[src/rtl/noc_pkg.sv]
// Shared mesh-NoC definitions: output directions, input-buffer FSM states and
// coordinate width helpers used by the router input stage, router and mesh top.
package noc_pkg;

    typedef enum logic [2:0] {
        DIR_HOME  = 3'd0,
        DIR_NORTH = 3'd1,
        DIR_EAST  = 3'd2,
        DIR_SOUTH = 3'd3,
        DIR_WEST  = 3'd4
    } dir_e;

    typedef enum logic {
        IB_IDLE   = 1'b0,
        IB_LOCKED = 1'b1
    } ibuf_state_e;

    // A one-wide mesh still needs a 1-bit coordinate field.
    function automatic int coord_width(input int n);
        return (n > 1) ? $clog2(n) : 1;
    endfunction

    function automatic int xw(input int max_routers_x);
        return coord_width(max_routers_x);
    endfunction

    function automatic int yw(input int max_routers_y);
        return coord_width(max_routers_y);
    endfunction

endpackage

[src/rtl/axis_sync_fifo.sv]
// Generic single-clock FIFO carrying AXI-Stream DATA, DEST and LAST side by side.
// Writes are ignored when full and reads when empty; no full-bypass path.
module axis_sync_fifo #(
    parameter int DATA_WIDTH = 40,
    parameter int DEST_WIDTH = 4,
    parameter int DEPTH      = 4
) (
    input  logic                          clk_i,
    input  logic                          rst_i,
    input  logic                          wr_en_i,
    input  logic [DATA_WIDTH-1:0]         wr_data_i,
    input  logic [DEST_WIDTH-1:0]         wr_dest_i,
    input  logic                          wr_last_i,
    input  logic                          rd_en_i,
    output logic [DATA_WIDTH-1:0]         rd_data_o,
    output logic [DEST_WIDTH-1:0]         rd_dest_o,
    output logic                          rd_last_o,
    output logic                          full_o,
    output logic                          empty_o,
    output logic [$clog2(DEPTH+1)-1:0]    count_o
);

    localparam int PW = $clog2(DEPTH);
    localparam int CW = $clog2(DEPTH+1);

    logic [DATA_WIDTH-1:0] data_mem_q [DEPTH];
    logic [DEST_WIDTH-1:0] dest_mem_q [DEPTH];
    logic                  last_mem_q [DEPTH];

    logic [PW-1:0] wr_ptr_q;
    logic [PW-1:0] rd_ptr_q;
    logic [CW-1:0] count_q;

    logic push;
    logic pop;

    assign full_o  = (count_q == CW'(DEPTH));
    assign empty_o = (count_q == '0);
    assign count_o = count_q;

    assign push = wr_en_i && !full_o;
    assign pop  = rd_en_i && !empty_o;

    assign rd_data_o = data_mem_q[rd_ptr_q];
    assign rd_dest_o = dest_mem_q[rd_ptr_q];
    assign rd_last_o = last_mem_q[rd_ptr_q];

    // Storage carries no reset; only pointers and count define what is valid.
    always_ff @(posedge clk_i) begin
        if (push) begin
            data_mem_q[wr_ptr_q] <= wr_data_i;
            dest_mem_q[wr_ptr_q] <= wr_dest_i;
            last_mem_q[wr_ptr_q] <= wr_last_i;
        end
    end

    always_ff @(posedge clk_i) begin
        if (rst_i) begin
            wr_ptr_q <= '0;
            rd_ptr_q <= '0;
            count_q  <= '0;
        end else begin
            if (push) begin
                wr_ptr_q <= wr_ptr_q + PW'(1);
            end
            if (pop) begin
                rd_ptr_q <= rd_ptr_q + PW'(1);
            end
            case ({push, pop})
                2'b10:   count_q <= count_q + CW'(1);
                2'b01:   count_q <= count_q - CW'(1);
                default: count_q <= count_q;
            endcase
        end
    end

endmodule

[src/rtl/router_input_buffer.sv]
// Per-port router input stage: buffers incoming flits, computes the XY route from
// the head flit and holds it until that packet's TLAST flit has been forwarded.
//
//   state     | meaning
//   ----------+-----------------------------------------------------------
//   IB_IDLE   | no packet in flight; route computed once a head flit is queued
//   IB_LOCKED | route_o frozen; flits forwarded until the TLAST pop
module router_input_buffer
    import noc_pkg::*;
#(
    parameter int DATA_WIDTH    = 40,
    parameter int DEPTH         = 4,
    parameter int ROUTER_X      = 0,
    parameter int ROUTER_Y      = 0,
    parameter int MAX_ROUTERS_X = 3,
    parameter int MAX_ROUTERS_Y = 3,
    parameter int DEST_WIDTH    = 4
) (
    input  logic                          clk_i,
    input  logic                          rst_i,
    input  logic [DATA_WIDTH-1:0]         s_tdata_i,
    input  logic [DEST_WIDTH-1:0]         s_tdest_i,
    input  logic                          s_tlast_i,
    input  logic                          s_tvalid_i,
    output logic                          s_tready_o,
    output logic [DATA_WIDTH-1:0]         m_tdata_o,
    output logic [DEST_WIDTH-1:0]         m_tdest_o,
    output logic                          m_tlast_o,
    output logic                          m_tvalid_o,
    input  logic                          m_tready_i,
    output logic [2:0]                    route_o,
    output logic                          route_valid_o,
    output logic [$clog2(DEPTH+1)-1:0]    occupancy_o,
    output logic [15:0]                   pkt_cnt_o
);

    localparam int XW = xw(MAX_ROUTERS_X);
    localparam int YW = yw(MAX_ROUTERS_Y);
    localparam logic [XW-1:0] RX = XW'(ROUTER_X);
    localparam logic [YW-1:0] RY = YW'(ROUTER_Y);

    logic fifo_full;
    logic fifo_empty;
    logic push;
    logic pop;

    logic [XW-1:0] head_x;
    logic [YW-1:0] head_y;
    dir_e          route_d;

    ibuf_state_e   state_q;
    dir_e          route_q;
    logic          route_valid_q;
    logic [15:0]   pkt_cnt_q;

    assign s_tready_o = !fifo_full;
    assign push       = s_tvalid_i && s_tready_o;
    assign m_tvalid_o = (state_q == IB_LOCKED) && !fifo_empty;
    assign pop        = m_tvalid_o && m_tready_i;

    axis_sync_fifo #(
        .DATA_WIDTH (DATA_WIDTH),
        .DEST_WIDTH (DEST_WIDTH),
        .DEPTH      (DEPTH)
    ) u_fifo (
        .clk_i      (clk_i),
        .rst_i      (rst_i),
        .wr_en_i    (push),
        .wr_data_i  (s_tdata_i),
        .wr_dest_i  (s_tdest_i),
        .wr_last_i  (s_tlast_i),
        .rd_en_i    (pop),
        .rd_data_o  (m_tdata_o),
        .rd_dest_o  (m_tdest_o),
        .rd_last_o  (m_tlast_o),
        .full_o     (fifo_full),
        .empty_o    (fifo_empty),
        .count_o    (occupancy_o)
    );

    assign head_x = m_tdest_o[XW-1:0];
    assign head_y = m_tdest_o[XW+YW-1:XW];

    // Dimension-order routing: resolve X first, then Y.
    always_comb begin
        route_d = DIR_HOME;
        if (head_x > RX) begin
            route_d = DIR_EAST;
        end else if (head_x < RX) begin
            route_d = DIR_WEST;
        end else if (head_y > RY) begin
            route_d = DIR_SOUTH;
        end else if (head_y < RY) begin
            route_d = DIR_NORTH;
        end
    end

    always_ff @(posedge clk_i) begin
        if (rst_i) begin
            state_q       <= IB_IDLE;
            route_q       <= DIR_HOME;
            route_valid_q <= 1'b0;
            pkt_cnt_q     <= '0;
        end else begin
            case (state_q)
                IB_IDLE: begin
                    if (!fifo_empty) begin
                        route_q       <= route_d;
                        route_valid_q <= 1'b1;
                        state_q       <= IB_LOCKED;
                    end
                end
                IB_LOCKED: begin
                    if (pop && m_tlast_o) begin
                        route_valid_q <= 1'b0;
                        pkt_cnt_q     <= pkt_cnt_q + 16'd1;
                        state_q       <= IB_IDLE;
                    end
                end
                default: begin
                    state_q <= IB_IDLE;
                end
            endcase
        end
    end

    assign route_o       = route_q;
    assign route_valid_o = route_valid_q;
    assign pkt_cnt_o     = pkt_cnt_q;

endmodule

[config.mk]
export PLATFORM = sky130hd
export DESIGN_NAME = router_input_buffer
export DESIGN_NICKNAME = d
export VERILOG_FILES = /design/src/rtl/noc_pkg.sv /design/src/rtl/axis_sync_fifo.sv /design/src/rtl/router_input_buffer.sv
export SDC_FILE = /design/constraint.sdc
export NUM_CORES = 1
export LEC_CHECK = 0
export CELL_PAD_IN_SITES_DETAIL_PLACEMENT = 0
export CELL_PAD_IN_SITES_GLOBAL_PLACEMENT = 1
export CORE_ASPECT_RATIO = 0.6
export CORE_MARGIN = 1
export CORE_UTILIZATION = 45
export CTS_CLUSTER_DIAMETER = 40
export DETAILED_ROUTE_END_ITERATION = 16
export PLACE_DENSITY_LB_ADDON = 0.3
export SLEW_MARGIN = 20
export SYNTH_ARGS = -nofsm -noshare
export SYNTH_HDL_FRONTEND = slang
export SYNTH_SLANG_ARGS = --single-unit
[constraint.sdc]
create_clock -name clk_i -period 3.55 [get_ports clk_i]
set_input_delay 0.71 -clock clk_i [delete_from_list [all_inputs] [get_ports clk_i]]
set_output_delay 0.71 -clock clk_i [all_outputs]
set_load 0.01 [all_outputs]
## After elaboration in Yosys (flattened, before gate mapping)

Memory sizes are Yosys's and may differ from the RTL's. A register that Yosys moved wholly into a read port is not among the register bits.
Cells that the tools add are included.

- Equal/unequal tests: 5
- Bitwise gates (word level): 2
- Reductions and logical operators: 13
- Magnitude comparators: 4
- Muxes and demuxes: 19
- Add/subtract/negate cells: 5

Operators with widths:

| kind | number |
|---|---|
| $add 16x1->16 const B | 1 |
| $mux 2 | 7 |
| $mux 1 | 7 |
| $logic_and 1x1->1 | 6 |
| $mux 3 | 2 |
| $pmux 3 s2 | 1 |
| $reduce_and 2->1 | 3 |
| $add 2x1->2 const B | 2 |
| $gt 2x1->1 const B | 2 |
| $lt 2x1->1 const B | 2 |
| $pmux 1 s2 | 2 |
| $add 3x1->3 const B | 1 |
| $eq 3x3->1 const B | 1 |
| $logic_not 3->1 | 1 |
| $sub 3x1->3 const B | 1 |
| $eq 2x1->1 const B | 1 |
| $eq 2x2->1 const B | 1 |
| $logic_not 1->1 | 2 |
| $ne 2x1->1 const B | 1 |
| $ne 2x2->1 const B | 1 |
| $not 1->1 | 2 |
| $reduce_bool 2->1 | 1 |

- RAM bits: 180
- Output and inout port bits: 70
- Bits in registers: 28
- Memories kept: 3

Memory list:

| name | depth | bits a word | read ports | clocked after memory_dff | write ports | line | RTL |
|---|---|---|---|---|---|---|---|
| u_fifo.data_mem_q | 4 | 40 | 1 | 1 | 1 | axis_sync_fifo.sv:26 | `logic [DATA_WIDTH-1:0] data_mem_q [DEPTH];` |
| u_fifo.dest_mem_q | 4 | 4 | 1 | 1 | 1 | axis_sync_fifo.sv:27 | `logic [DEST_WIDTH-1:0] dest_mem_q [DEPTH];` |
| u_fifo.last_mem_q | 4 | 1 | 1 | 1 | 1 | axis_sync_fifo.sv:28 | `logic last_mem_q [DEPTH];` |

## Depth between registers and ports, before layout

- Depth in word-level cells: 7
- Gate-level depth with buffers: 9

## Modules after synthesis

Synthesis repeated with hierarchy kept, for this count alone.

- Cells, all modules: 397
- Area total of the unflattened synthesis: 7,965.1 µm²

Modules (own cells, without submodules):

| module | area an instance (µm²) | cells each | seq. area each (µm²) | instances |
|---|---|---|---|---|
| axis_sync_fifo | 7,029.2 | 289 | 5,585.4 | 1 |
| router_input_buffer | 935.9 | 108 | 400.4 | 1 |

## Worst setup path after synthesis

OpenSTA, ideal clock, no wires.

- Path type: input to register
- Start point: input m_tready_i
- End point: register u_fifo.count_q[2] (netlist: u_fifo.count_o[2])
- Setup slack: 1,042 ps
- Setup time: 70 ps
- Stages on the path: 8
- Arrival time: 2,438 ps
- Required time: 3,480 ps
- Path through: o311a_1 > buf_1 > ha_1 > inv_1 > fa_1 > xor2_1 > or3_1 > a21oi_1

- Longest elaborated chain between the ends: 4

Ends and longest elaborated chain:

| what | line | RTL |
|---|---|---|
| start, declared | router_input_buffer.sv:30 | `input logic m_tready_i,` |
| $logic_and 1x1->1 * | router_input_buffer.sv:59 | `assign pop = m_tvalid_o && m_tready_i;` |
| $logic_and 1x1->1 * | axis_sync_fifo.sv:42 | `assign pop = rd_en_i && !empty_o;` |
| $eq 2x1->1 or $eq 2x2->1 (tied branches) | axis_sync_fifo.sv:69 | `case ({push, pop})` |
| $pmux 3 s2 or $reduce_bool 2->1 (tied branches) | n/a |  |
| end signal, assigned | axis_sync_fifo.sv:70 | `2'b10: count_q <= count_q + CW'(1);` |
| end signal, assigned | axis_sync_fifo.sv:71 | `2'b01: count_q <= count_q - CW'(1);` |
| end signal, assigned | axis_sync_fifo.sv:72 | `default: count_q <= count_q;` |
| end, declared | axis_sync_fifo.sv:32 | `logic [CW-1:0] count_q;` |

Mark *: on every way between the ends. The rest lies on a longest branch, timed or not.
A chain may end at the register's enable or synchronous reset.

==> impl_results.md <==
* Status: complete, no violations
* Vias in the first global route at 4,218
* First-pass GRT wire length at 23.2 mm
* CTS root buf: clkbuf_16
* Sw Pwr at 1.26 mW
* Switch share at 0.222
* Clock sink count at 209
* Fill count at 1,188
* CTS clk-pin slew, worst paths at 0.06 ns
* Post CTS Setup Buffer Count at 0
* Skew final at 0.0118 ns
* Seq cells post-synth at 209
* Sum Neg Setup Slack at 0 ns
* Sequential share of power at 0.507
* Initial core utilization at 0.471
* Crit path max fanout at 18
* Grt met1 use at 0.253
* Gr usage total at 0.173
* Drt pass-1 iters at 4
* Worst slew pin tran at 1.11 ns
* Clock share of power at 0.386
* CTS Buf Count at 22
* Avg Cell Area, Syn at 20.1 um^2
* Leak at 3.22 nW
* Vias/cell at 5.30
* Core area at 16,600 um^2
* Final Cycle Share at 0.893
* R2r setup slk at 1.02 ns
* Post-cts sizing count at 0
* Met2 Usage GRT at 0.267
* Tot Pwr at 5.66 mW
* Placed cell count at 727
* Buffers on Ports at 117
* Hold Fails Final Rpt at 0
* Drc violations at 0
* Critical path launch point type: register
* CTS max path bufs at 3
* Compound-gate portion of the synthesized area at 0.0179
* Worst setup EP type: output port
* Initial antenna violation count at 1
* Critical path arrival at 2.46 ns
* Grt ovf at 0
* CTS tree: done
* Hold-fix buffers, CTS at 0
* FF-to-FF End: u_fifo.count_o[2]
* Placer congestion estimate at 0.776
* Critical path required time at 2.84 ns
* Die X at 172 um
* I/O Pins at 119
* Syn. warnings at 0
* Die Height at 104 um
* Reg2Reg Launch Point: u_fifo.count_o[2]
* Post-Synth Simple-Gate Area at 0.0454
* Most frequent cells in the layout: edfxtp_1, clkdlybuf4s50_1, mux4_2
* Main combinational cell family by area after synthesis: multiplexers
* Max_slew headroom at 0.256
* Final Instance Count excl. Fillers at 768
* Netlist cell types at 34
* DP HPWL at 9.24 mm
* Internal Dissipation at 4.41 mW
* Post-layout min period at 3.17 ns
* Register-to-Register Path Depth at 9
* Setup Crit Path Kind: register to output port
* CTS H-tree lvls at 1
* Gate power share at 0.107
* RSZ-0062 raised after global routing: no
* WL/cell at 19.5 um
* Max frequency at 315 MHz
* Vias at 4,069
* GR peak layer: met2
* DIE AREA at 18,000 um^2
* Pin count of the biggest net entering global routing at 46
* Synth Cell Area at 7840 um^2
* Tightest hold margin at 0.496 ns
* Synth Area in XOR/XNOR at 0.0134
* Capture point of the critical path: m_tdata_o[27]
* Share of cells above drive strength 1 at 0.182
* Max_cap viols at 0
* Async S/R FF share, synth at 0
* Iter 0 DRT Violations at 314
* Tightest Hold Check Type: register to register
* Sequential fraction of the synthesis area at 0.764
* Peak supply drop at 0.330 mV
* Gate Count Post-Synth at 390
* Pwr Density at 567 nW/um^2
* Floorplan row count at 36
* Post-synth EDFFs at 180
* Latest clock arrival within the worst-skew pair at 0.49 ns
* Routed Antenna Nets at 0
* Routing usage on met3 at 0.0415
* Predominant post-synthesis flop cell: edfxtp_1
* Seq. cell area at 5990 um^2
* Mapped Nets at 446
* Synth Area in Adders at 0.0121
* Most common cell after layout, fill and taps aside: edfxtp_1
* Slew Viols, Final at 0
* Multiplexer share of the synthesized area at 0.131
* # setup viols final at 0
* Final nets at 579
* WL final at 14.9 mm
* Layout area overhead at 27.5%
* Footprint of the multi-input gates at 1730 um^2
logic make-up (layout without fill, tap and decap cells):
kind of cell | count (synthesis) | count (layout)
AO/OA/AOI/OAI | 25 | 25
XOR/XNOR | 12 | 12
adder cells (fa/ha/maj) | 7 | 7
buffers and inverters | 25 | 174
flip-flops | 209 | 209
multiplexers | 46 | 46
other | 1 | 2
AND/OR/NAND/NOR | 65 | 65
worst min path at each step:
| stage | start | cells past startpoint | to |
|---|---|---|---|
| floorplan | u_fifo.wr_ptr_q[1] | 2 | u_fifo.wr_ptr_q[1] |
| global route | pkt_cnt_o[13] | 2 | pkt_cnt_o[13] |
| detailed placement | pkt_cnt_o[1] | 2 | pkt_cnt_o[1] |
| global placement | pkt_cnt_o[14] | 2 | pkt_cnt_o[14] |
| CTS | pkt_cnt_o[1] | 2 | pkt_cnt_o[1] |
| finish | pkt_cnt_o[1] | 2 | pkt_cnt_o[1] |
metrics by stage:
stage	instance area, um^2	util	worst slack (ns)
floorplan	7840	-	1.04
global placement	9290	0.559	0.838
detailed placement	9290	0.559	0.794
CTS	9990	0.601	0.324
global route	9990	0.601	0.271
finish	9990	0.601	0.379
critical path, stage by stage, from the launching register on:
cell	delay, ns
dfxtp_4	0.58
buf_4	0.30
mux4_2	0.57
clkdlybuf4s50_1	0.50
cell usage after synthesis, drive strengths merged (3+ instances only):
master,instances,area share
xor2,10,0.011
a21oi,14,0.0089
dfxtp,29,0.074
or4,3,0.0029
and3,7,0.0056
or3,7,0.0056
nand3,6,0.0038
nor2,19,0.0091
nand4,6,0.0067
o31ai,3,0.0029
mux4,45,0.13
nand2,8,0.0038
inv,8,0.0038
edfxtp,180,0.69
ha,6,0.0096
o21ai,6,0.0038
clkbuf,5,0.0024
buf,12,0.0099
power by group through the flow:
stage	clock, mW	sequential [mW]	combinational [mW]
2_1_floorplan	0	2.91	0.301
3_3_place_gp	0	2.92	0.604
3_5_place_dp	0	2.93	0.613
4_1_cts	2.24	2.87	0.617
5_1_grt	2.34	2.88	0.656
6_report	2.19	2.87	0.606
layer usage:
layer  wire length, um  vias to the layer above
met5                 0                        -
met4               127                        0
met3              1050                       11
met2              6920                      124
met1              6850                     2094
li1                  -                     1840
sequential cells by signal (all words and copies together), names as in the netlist, named ones only:
| name | count |
|---|---|
| u_fifo.data_mem_q | 160 |
| pkt_cnt_o | 16 |
| u_fifo.dest_mem_q | 16 |
| u_fifo.last_mem_q | 4 |
| u_fifo.count_o | 3 |
| route_o | 2 |
| u_fifo.rd_ptr_q | 2 |
| u_fifo.wr_ptr_q | 2 |
| route_valid_o | 1 |
| state_q | 1 |
cell type report:
cell class	count	area share
clock inverters	16	0.0123
flip-flops and latches	209	0.600
inverters	8	0.00301
repair buffers	126	0.125
multi-input cells	156	0.173
diodes	1	0.000251
clock buffers	24	0.0580
well taps	228	0.0286
(Power assumes the default switching activity.)
